--- src/rtl/instruction_fetch_controller_pkg.sv ---
// Shared definitions for the instruction fetch controller: FSM state
// encoding, the fetch stride and the default reset fetch address.
package instruction_fetch_controller_pkg;

  typedef enum logic [1:0] {
    ST_RUN    = 2'd0,
    ST_DRAIN  = 2'd1,
    ST_HALTED = 2'd2
  } fetchState_e;

  localparam int unsigned PC_INC           = 4;
  localparam logic [31:0] RESET_PC_DEFAULT = 32'h0000_0000;

endpackage

--- src/rtl/instruction_fetch_controller_if.sv ---
// Bus between the fetch controller, the combinational instruction memory
// and the decode stage. The controller uses the master modport and the
// surrounding pipeline (or a testbench) uses the slave modport.
interface instruction_fetch_controller_if #(
  parameter int ADDR_WIDTH = 32
);

  logic [ADDR_WIDTH-1:0] imemAddress;
  logic [31:0]           imemInstruction;
  logic                  redirect;
  logic [ADDR_WIDTH-1:0] redirectTarget;
  logic                  halt;
  logic                  outValid;
  logic                  outReady;
  logic [31:0]           outInstruction;
  logic [ADDR_WIDTH-1:0] outPc;
  logic [ADDR_WIDTH-1:0] outPcPlus4;
  logic                  halted;

  modport master (
    output imemAddress,
    input  imemInstruction,
    input  redirect,
    input  redirectTarget,
    input  halt,
    output outValid,
    input  outReady,
    output outInstruction,
    output outPc,
    output outPcPlus4,
    output halted
  );

  modport slave (
    input  imemAddress,
    output imemInstruction,
    output redirect,
    output redirectTarget,
    output halt,
    input  outValid,
    output outReady,
    input  outInstruction,
    input  outPc,
    input  outPcPlus4,
    input  halted
  );

endinterface

--- src/rtl/instruction_fetch_controller_fetch_queue.sv ---
// Small prefetch FIFO holding {PC, instruction} pairs. Flush empties it in
// one cycle and wins over push/pop. DEPTH must be a power of two so the
// pointers wrap naturally.
module fetch_queue #(
  parameter int ADDR_WIDTH = 32,
  parameter int DEPTH      = 2
) (
  input  logic                       clk_i,
  input  logic                       rst_ni,
  input  logic                       push_i,
  input  logic                       pop_i,
  input  logic                       flush_i,
  input  logic [ADDR_WIDTH-1:0]      pushPc_i,
  input  logic [31:0]                pushInstr_i,
  output logic [ADDR_WIDTH-1:0]      headPc_o,
  output logic [31:0]                headInstr_o,
  output logic [$clog2(DEPTH):0]     count_o
);

  localparam int PW = (DEPTH > 1) ? $clog2(DEPTH) : 1;
  localparam int CW = $clog2(DEPTH) + 1;

  logic [ADDR_WIDTH-1:0] pcMem_q    [DEPTH];
  logic [31:0]           instrMem_q [DEPTH];
  logic [PW-1:0]         wrPtr_q;
  logic [PW-1:0]         rdPtr_q;
  logic [CW-1:0]         count_q;

  // Pointer and occupancy bookkeeping; flush discards everything at once.
  always_ff @(posedge clk_i or negedge rst_ni) begin
    if (!rst_ni) begin
      wrPtr_q <= '0;
      rdPtr_q <= '0;
      count_q <= '0;
    end else if (flush_i) begin
      wrPtr_q <= '0;
      rdPtr_q <= '0;
      count_q <= '0;
    end else begin
      if (push_i) begin
        wrPtr_q <= wrPtr_q + PW'(1);
      end
      if (pop_i) begin
        rdPtr_q <= rdPtr_q + PW'(1);
      end
      case ({push_i, pop_i})
        2'b10:   count_q <= count_q + CW'(1);
        2'b01:   count_q <= count_q - CW'(1);
        default: count_q <= count_q;
      endcase
    end
  end

  // Entry storage needs no reset: the count gates whether the head is used.
  always_ff @(posedge clk_i) begin
    if (push_i && !flush_i) begin
      pcMem_q[wrPtr_q]    <= pushPc_i;
      instrMem_q[wrPtr_q] <= pushInstr_i;
    end
  end

  assign headPc_o    = pcMem_q[rdPtr_q];
  assign headInstr_o = instrMem_q[rdPtr_q];
  assign count_o     = count_q;

endmodule

--- src/rtl/instruction_fetch_controller.sv ---
// Fetch sequencer: owns the fetch PC, addresses the combinational
// instruction memory, buffers fetched words in a prefetch queue and offers
// the head entry to decode over valid/ready. Redirect flushes and reloads
// the PC from any state; Halt stops fetching and lets the queue drain.
module instruction_fetch_controller
  import instruction_fetch_controller_pkg::*;
#(
  parameter int                    ADDR_WIDTH = 32,
  parameter logic [ADDR_WIDTH-1:0] RESET_PC   = ADDR_WIDTH'(RESET_PC_DEFAULT),
  parameter int                    DEPTH      = 2
) (
  input  logic                           clk_i,
  input  logic                           rst_ni,
  instruction_fetch_controller_if.master fetchBus
);

  localparam int CW = $clog2(DEPTH) + 1;

  fetchState_e           state_q;
  logic                  halted_q;
  logic [ADDR_WIDTH-1:0] fetchPc_q;
  logic [ADDR_WIDTH-1:0] fetchPc_d;
  logic [ADDR_WIDTH-1:0] redirectPc;
  logic [ADDR_WIDTH-1:0] headPc;
  logic [31:0]           headInstr;
  logic [CW-1:0]         count;
  logic                  outValid;
  logic                  pop;
  logic                  push;

  assign outValid   = (count != '0);
  assign pop        = outValid && fetchBus.outReady;
  assign redirectPc = {fetchBus.redirectTarget[ADDR_WIDTH-1:2], 2'b00};

  // A full queue can still accept a new word when the head leaves this cycle.
  assign push = (state_q == ST_RUN) && !fetchBus.redirect && !fetchBus.halt &&
                ((count < CW'(DEPTH)) || pop);

  fetch_queue #(
    .ADDR_WIDTH (ADDR_WIDTH),
    .DEPTH      (DEPTH)
  ) u_fetchQueue (
    .clk_i       (clk_i),
    .rst_ni      (rst_ni),
    .push_i      (push),
    .pop_i       (pop),
    .flush_i     (fetchBus.redirect),
    .pushPc_i    (fetchPc_q),
    .pushInstr_i (fetchBus.imemInstruction),
    .headPc_o    (headPc),
    .headInstr_o (headInstr),
    .count_o     (count)
  );

  // Next fetch address: redirect reloads, a push advances, otherwise hold.
  always_comb begin
    fetchPc_d = fetchPc_q;
    if (fetchBus.redirect) begin
      fetchPc_d = redirectPc;
    end else if (push) begin
      fetchPc_d = fetchPc_q + ADDR_WIDTH'(PC_INC);
    end
  end

  // Run/drain/halted sequencing with the fetch PC and registered Halted flag.
  always_ff @(posedge clk_i or negedge rst_ni) begin
    if (!rst_ni) begin
      state_q   <= ST_RUN;
      halted_q  <= 1'b0;
      fetchPc_q <= RESET_PC;
    end else begin
      fetchPc_q <= fetchPc_d;
      if (fetchBus.redirect) begin
        state_q  <= ST_RUN;
        halted_q <= 1'b0;
      end else begin
        case (state_q)
          ST_RUN: begin
            if (fetchBus.halt) begin
              state_q <= ST_DRAIN;
            end
          end
          ST_DRAIN: begin
            if (count == '0) begin
              state_q  <= ST_HALTED;
              halted_q <= 1'b1;
            end
          end
          ST_HALTED: begin
            state_q  <= ST_HALTED;
            halted_q <= 1'b1;
          end
          default: begin
            state_q  <= ST_RUN;
            halted_q <= 1'b0;
          end
        endcase
      end
    end
  end

  assign fetchBus.imemAddress    = fetchPc_q;
  assign fetchBus.outValid       = outValid;
  assign fetchBus.outInstruction = outValid ? headInstr : 32'h0;
  assign fetchBus.outPc          = outValid ? headPc : '0;
  assign fetchBus.outPcPlus4     = outValid ? (headPc + ADDR_WIDTH'(PC_INC)) : '0;
  assign fetchBus.halted         = halted_q;

endmodule
--- src/flat_wrapper.sv ---
// flat-port wrapper written by rule: the top's interface ports become plain ports
module instruction_fetch_controller_flat import instruction_fetch_controller_pkg::*;
#(
  parameter int                    ADDR_WIDTH = 32,
  parameter logic [ADDR_WIDTH-1:0] RESET_PC   = ADDR_WIDTH'(RESET_PC_DEFAULT),
  parameter int                    DEPTH      = 2
)
  (clk_i, rst_ni, fetchBus_imemAddress, fetchBus_imemInstruction, fetchBus_redirect, fetchBus_redirectTarget, fetchBus_halt, fetchBus_outValid, fetchBus_outReady, fetchBus_outInstruction, fetchBus_outPc, fetchBus_outPcPlus4, fetchBus_halted);
  instruction_fetch_controller_if #(.ADDR_WIDTH(ADDR_WIDTH)) fetchBus_i ();
  input  logic clk_i;
  input  logic rst_ni;
  output wire logic [$bits(fetchBus_i.imemAddress)-1:0] fetchBus_imemAddress;
  input wire logic [$bits(fetchBus_i.imemInstruction)-1:0] fetchBus_imemInstruction;
  input wire logic [$bits(fetchBus_i.redirect)-1:0] fetchBus_redirect;
  input wire logic [$bits(fetchBus_i.redirectTarget)-1:0] fetchBus_redirectTarget;
  input wire logic [$bits(fetchBus_i.halt)-1:0] fetchBus_halt;
  output wire logic [$bits(fetchBus_i.outValid)-1:0] fetchBus_outValid;
  input wire logic [$bits(fetchBus_i.outReady)-1:0] fetchBus_outReady;
  output wire logic [$bits(fetchBus_i.outInstruction)-1:0] fetchBus_outInstruction;
  output wire logic [$bits(fetchBus_i.outPc)-1:0] fetchBus_outPc;
  output wire logic [$bits(fetchBus_i.outPcPlus4)-1:0] fetchBus_outPcPlus4;
  output wire logic [$bits(fetchBus_i.halted)-1:0] fetchBus_halted;
  assign fetchBus_imemAddress = fetchBus_i.imemAddress;
  assign fetchBus_i.imemInstruction = fetchBus_imemInstruction;
  assign fetchBus_i.redirect = fetchBus_redirect;
  assign fetchBus_i.redirectTarget = fetchBus_redirectTarget;
  assign fetchBus_i.halt = fetchBus_halt;
  assign fetchBus_outValid = fetchBus_i.outValid;
  assign fetchBus_i.outReady = fetchBus_outReady;
  assign fetchBus_outInstruction = fetchBus_i.outInstruction;
  assign fetchBus_outPc = fetchBus_i.outPc;
  assign fetchBus_outPcPlus4 = fetchBus_i.outPcPlus4;
  assign fetchBus_halted = fetchBus_i.halted;
  instruction_fetch_controller #(.ADDR_WIDTH(ADDR_WIDTH), .RESET_PC(RESET_PC), .DEPTH(DEPTH)) u_core (.clk_i(clk_i), .rst_ni(rst_ni), .fetchBus(fetchBus_i));
endmodule
--- config.mk ---
export PLATFORM = sky130hd
export DESIGN_NAME = instruction_fetch_controller_flat
export DESIGN_NICKNAME = d
export VERILOG_FILES = /design/src/rtl/instruction_fetch_controller_pkg.sv /design/src/rtl/instruction_fetch_controller_if.sv /design/src/rtl/instruction_fetch_controller_fetch_queue.sv /design/src/rtl/instruction_fetch_controller.sv /design/src/flat_wrapper.sv
export SDC_FILE = /design/constraint.sdc
export NUM_CORES = 1
export LEC_CHECK = 0
export ABC_AREA = 1
export BUFFER_PORTS_ARGS = -buffer_cell sky130_fd_sc_hd__buf_2
export CORE_MARGIN = 2
export CORE_UTILIZATION = 29
export DETAILED_ROUTE_END_ITERATION = 8
export GPL_TIMING_DRIVEN = 0
export PLACE_DENSITY_LB_ADDON = 0.2
export SKIP_LAST_GASP = 1
export SYNTH_ARGS = -nofsm -noshare
export SYNTH_HDL_FRONTEND = slang
export SYNTH_SLANG_ARGS = --single-unit
--- constraint.sdc ---
create_clock -name clk_i -period 5.1 [get_ports clk_i]
set_input_delay 0.51 -clock clk_i [delete_from_list [all_inputs] [get_ports clk_i]]
set_output_delay 0.51 -clock clk_i [all_outputs]
set_load 0.01 [all_outputs]
---- After elaboration in Yosys (flattened, before gate mapping) ----
Memory sizes are Yosys's and may differ from the RTL's.
Cells that the tools add are included.
word-level totals
  register bits ........................... 39
  bits in writable memories ............... 128
  input bits .............................. 69
  output and inout bits ................... 130
  logic and storage cells ................. 58
  memories ................................ 2
memory list
  name                            words  width  read ports  clocked after Yosys merged registers in  write ports  RTL line                                        RTL
  u_core.u_fetchQueue.instrMem_q  2      32     1           0                                        1            instruction_fetch_controller_fetch_queue.sv:24  logic [31:0] instrMem_q [DEPTH];
  u_core.u_fetchQueue.pcMem_q     2      32     1           0                                        1            instruction_fetch_controller_fetch_queue.sv:23  logic [ADDR_WIDTH-1:0] pcMem_q [DEPTH];
cells by class
  add/sub/neg operators ................... 6
  magnitude comparators ................... 1
  equality and inequality tests ........... 7
  multiplexer cells ....................... 20
  reductions and logical operators ........ 16
operators by type and width
  kind                                                                    count
  32-bit 2-to-1 mux                                                       5
  32-bit by 3-bit adder with 32-bit output (second input constant)        2
  1-bit 2-to-1 mux                                                        8
  2-bit 2-to-1 mux                                                        4
  2-bit one-hot mux with 3 select lines                                   1
  2-bit nonzero test                                                      3
  1-bit logical AND                                                       5
  2-bit by 1-bit equality test with 1-bit output (second input constant)  2
  2-bit equality test (second input constant)                             2
  2-bit zero test                                                         2
  2-bit one-hot mux with 2 select lines                                   1
  2-bit AND reduction                                                     2
  3-bit by 2-bit != test with 1-bit output (second input constant)        1
  3-bit != test (second input constant)                                   1
  1-bit one-hot mux with 3 select lines                                   1
  3-bit nonzero test                                                      1
  1-bit adder (second input constant)                                     2
  2-bit by 1-bit adder with 2-bit output (second input constant)          1
  1-bit zero test                                                         2
  2-bit less-than comparator (second input constant)                      1
  2-bit != test (second input constant)                                   1
  2-bit by 1-bit subtractor with 2-bit output (second input constant)     1
  1-bit logical OR                                                        1

---- Depth between registers and ports, before layout ----
  word-level depth ........................ 7
  mapped depth ............................ 13

---- By module ----
A second synthesis with hierarchy kept.
second synthesis, totals
  cells, all modules ...................... 970
  area, all modules ....................... 8936.1 µm²
modules (own cells, without submodules)
  module                        instances  cells an instance  area each (µm²)  seq. area each (µm²)
  fetch_queue                   1          233                4999.8           3943.8
  instruction_fetch_controller  1          737                3936.3           825.8

---- Worst setup path after synthesis ----
No wires, ideal clock.
  path type ............................... input port to flip-flop
  start ................................... in fetchBus_redirect
  end ..................................... mem u_core.u_fetchQueue.instrMem_q[0][0], enable pin
  arrival time ............................ 3749 ps
  slack ................................... 867 ps
  stages on the path ...................... 6
  path buffers ............................ 1
  cell sequence ........................... inv_2 nand2_1 nor2_1 nand2_1 clkbuf_1 nor2_1
between the ends
  longest elaborated chain between the ends .. 7
ends and longest elaborated chain
  element                                     RTL line                                                                            RTL
  from (decl)                                 flat_wrapper.sv:14                                                                  input wire logic [$bits(fetchBus_i.redirect)-1:0] fetchBus_redirect;
  1-bit zero test (*)                         instruction_fetch_controller_fetch_queue.sv:56, instruction_fetch_controller.sv:36
  1-bit logical AND (3 in series)             instruction_fetch_controller.sv:36                                                  assign push = (state_q == ST_RUN) && !fetchBus.redirect && !fetchBus.halt &&
  1-bit logical AND (*)                       instruction_fetch_controller_fetch_queue.sv:56                                      if (push_i && !flush_i) begin
  1-bit 2-to-1 mux (*)                        instruction_fetch_controller_fetch_queue.sv:56
  1-bit 2-to-1 mux (implied by the code) (*)  instruction_fetch_controller_fetch_queue.sv:58                                      instrMem_q[wrPtr_q] <= pushInstr_i;
  to (decl)                                   instruction_fetch_controller_fetch_queue.sv:24
Mark *: on every way between the ends. The rest lies on a longest branch, timed or not.

---- Worst setup path in the final report ----
  start ................................... reg u_core.u_fetchQueue.rdPtr_q
  end ..................................... out fetchBus_outPcPlus4[18]
between the ends
  longest elaborated chain between the ends .. 3
ends and longest elaborated chain
  element                                   RTL line                                        RTL
  from (decl)                               instruction_fetch_controller_fetch_queue.sv:26  logic [PW-1:0] rdPtr_q;
  from (signal assigned)                    instruction_fetch_controller_fetch_queue.sv:44  rdPtr_q <= rdPtr_q + PW'(1);
  memory 2 x 32 bit                         -
  32-bit by 3-bit adder with 32-bit output  instruction_fetch_controller.sv:106             assign fetchBus.outPcPlus4 = outValid ? (headPc + ADDR_WIDTH'(PC_INC)) : '0;
  32-bit 2-to-1 mux                         instruction_fetch_controller.sv:106
  to (decl)                                 flat_wrapper.sv:21                              output wire logic [$bits(fetchBus_i.outPcPlus4)-1:0] fetchBus_outPcPlus4;
No other way between the ends.

==> impl_metrics.env <==
export IMPL_outcome="complete, no violations"
export IMPL_arrival_ns=2.89
export IMPL_numCtsBuffers=17
export IMPL_clock_path_buffers=2
export IMPL_fin_crit_ns=3.404
export IMPL_ys_ff_latch=161
export IMPL_antennaDiodeCount=0
export IMPL_cp_max_fo=10
export IMPL_dp_hpwl_um=19470
export IMPL_die_area_mm2=0.03026
export IMPL_area_growth_pct=25.36
export IMPL_grt_pass1_wl_um=39100
export IMPL_drv_slew=0
export IMPL_dpl_instance_area_mm2=0.009930
export IMPL_track_usage=0.1693
export IMPL_slew_headroom=0.4037
export IMPL_grt_overflow=0
export IMPL_rows=62
export IMPL_reg2reg_slack_ns=2.40
export IMPL_vdd_drop_max_v=0.0002227
export IMPL_synth_top_cell_area_share=0.4445
export IMPL_synth_area_top_cells="edfxtp_1, nand2_1, dfrtp_1"
export IMPL_dieHeight_um=174.0
export IMPL_timing_hold_violations_final=0
export IMPL_critPathLaunchType="flip-flop"
export IMPL_syn_avg_cell_area_um2=8.470
export IMPL_vias=7202
export IMPL_insertion_delay_ns=0.43
export IMPL_synth_ff_type="edfxtp_1"
export IMPL_worstMarginPinSlew_ns=0.8944
export IMPL_synthArstFlopShare=0.2298
export IMPL_endpoint_kind="primary output"
export IMPL_p_switching_mw=1.995
export IMPL_io_pins=199
export IMPL_critPathKind="flip-flop to primary output"
export IMPL_seqPwrFrac=0.362
export IMPL_p_comb_frac=0.385
export IMPL_min_period_over_period=0.6674
export IMPL_sw_frac_of_total=0.4114
export IMPL_cts_tree="built"
export IMPL_place_congestion=0.8693
export IMPL_start_util=0.2934
export IMPL_finClkSkew_ns=0.01446
export IMPL_required_ns=4.59
export IMPL_grt_pass1_vias=6791
export IMPL_drive_above_1_share=0.2426
export IMPL_drt_iter0_drc=445
export IMPL_multi_input_area_mm2=0.003183
export IMPL_power_density_mw_per_mm2=461.8
export IMPL_grt_max_degree=38
export IMPL_ys_types=38
export IMPL_cts_resized=0
export IMPL_ys_warn_count=0
export IMPL_fin_area_mm2=0.01050
export IMPL_synth_common_cells="nand2_1, edfxtp_1, nor2_1"
export IMPL_cap_violations=0
export IMPL_cts_setup_buffers=0
export IMPL_regArea_mm2=0.004649
export IMPL_leakagePower_nw=4.660
export IMPL_htree_levels=4
export IMPL_vias_per_cell=4.490
export IMPL_postSynthCellCount=989
export IMPL_p_clk_frac=0.253
export IMPL_whs_ns=0.1979
export IMPL_yosysMostFrequentCell="nand2_1"
export IMPL_fin_setup_tns_ns=0
export IMPL_cts_root_buf="clkbuf_16"
export IMPL_antenna_found_initial=0
export IMPL_max_freq_mhz=293.8
export IMPL_wl_um=25370
export IMPL_setup_viol=0
export IMPL_avgRoutedWirePerCell_um=15.82
export IMPL_cts_hold_buf=0
export IMPL_fin_nets=1280
export IMPL_antenna_left=0
export IMPL_first_pass_iters=6
export IMPL_core_area_mm2=0.02855
export IMPL_hp_class="primary input to asynchronous set/reset pin"
export IMPL_intPower_mw=2.855
export IMPL_rsz0062_at_grt="false"
export IMPL_synth_edff_count=124
export IMPL_io_buffers=190
export IMPL_path_clk_slew_ns=0.07
export IMPL_clock_sinks=161
export IMPL_ys_seq_area_frac=0.5550
export IMPL_die_x_um=174.0
export IMPL_yosysTopAreaCell="edfxtp_1"
export IMPL_syn_cell_area_mm2=0.008377
export IMPL_drc=0
export IMPL_fillCellCount=3036
## stage by stage
| step | total power, mW | util | worst slack [ns] | cells |
|---|---|---|---|---|
| 6_report | 4.850 | 0.3679 | 1.696 | 1604 |
| 5_1_grt | 5.174 | 0.3679 | 1.477 | 1604 |
| 4_1_cts | 4.908 | 0.3679 | 1.692 | 1604 |
| 3_5_place_dp | 3.671 | 0.3478 | 2.063 | 1572 |
| 3_3_place_gp | 3.650 | 0.3442 | -1.646 | 1568 |
| 2_1_floorplan | 2.836 | - | 0.8674 | 994 |
## worst max-delay path: stages, from the launching register on
cell and delay [ns]:
dfrtp_1 0.46, inv_4 0.15, buf_2 0.31, nand2_1 0.15
o21ai_4 0.13, ha_1 0.22, nand2_2 0.09, nor2_4 0.16
nand2_2 0.13, o21ai_0 0.26, nand3_1 0.18, inv_1 0.09
buf_2 0.13
## cell type report
cell class              instances  share of cell area
multi-input cells             698              0.3031
well taps                     384             0.04575
clock inverters                15             0.01394
plain buffers                  36             0.01942
repair buffers                194             0.09889
flip-flops and latches        161              0.4428
inverters                      99             0.03563
clock buffers                  17             0.04051
## logic make-up after synthesis
kind of cell,count (synthesis),share of synthesized area
other,1,0.0004477
adders and majority gates,4,0.005975
AOI/OAI and AO/OA,104,0.06990
and+or+nand+nor,572,0.2871
xor gates and xnor gates,12,0.01255
DFF,161,0.5550
buffers and inverters,135,0.06901
## power groups by stage
stage	registers [mW]	logic [mW]	clock network, mW
4_1_cts	1.75	1.89	1.26
6_report	1.76	1.87	1.23
3_3_place_gp	1.79	1.86	0
5_1_grt	1.78	2.07	1.32
2_1_floorplan	1.76	1.08	0
3_5_place_dp	1.78	1.89	0
## registers in the layout (all words and copies together) (netlist names)
signal and count:
u_core.fetchBus.halted 1, u_core.fetchBus.imemAddress 30, u_core.state_q 2, u_core.u_fetchQueue.count_o 2
u_core.u_fetchQueue.instrMem_q 64, u_core.u_fetchQueue.pcMem_q 60, u_core.u_fetchQueue.rdPtr_q 1, u_core.u_fetchQueue.wrPtr_q 1
## layout by cell type (no fill, tap or decap), types with 3 or more instances in the layout
cell type / instances
a21oi_1: 46
buf_12: 3
buf_2: 197
buf_4: 6
buf_6: 5
clkbuf_1: 16
clkbuf_16: 17
clkinvlp_4: 4
conb_1: 6
dfrtp_1: 37
edfxtp_1: 124
ha_1: 4
inv_1: 95
inv_2: 3
inv_6: 4
inv_8: 5
nand2_1: 347
nand2_2: 22
nand3_1: 49
nand3b_1: 3
nand4_1: 6
nor2_1: 108
nor2_2: 12
nor2_4: 9
nor3_1: 13
o211ai_1: 8
o21ai_0: 34
o21bai_1: 4
xor2_1: 10
## final timing paths
path,start,depth (start not counted),to
worst min register to register,u_core.fetchBus.halted,2,u_core.fetchBus.halted
worst max register to register,u_core.state_q[0],9,u_core.u_fetchQueue.instrMem_q[1][17]
min in group clk_i,fetchBus_imemInstruction[19],1,u_core.u_fetchQueue.instrMem_q[0][19]
worst min-delay path,rst_ni,1,u_core.fetchBus.halted
worst max-delay path,u_core.u_fetchQueue.rdPtr_q,12,fetchBus_outPcPlus4[18]
max in group asynchronous,rst_ni,1,u_core.fetchBus.imemAddress[21]
## routing by layer
metal,vias up,part of all wire,GRT usage
li1,3643,-,-
met1,3353,0.49,0.2402
met2,186,0.46,0.2709
met3,20,0.043,0.02712
met4,0,0.012,0.04167
met5,-,0,0
Note: power is estimated with default switching activity, not from simulation.
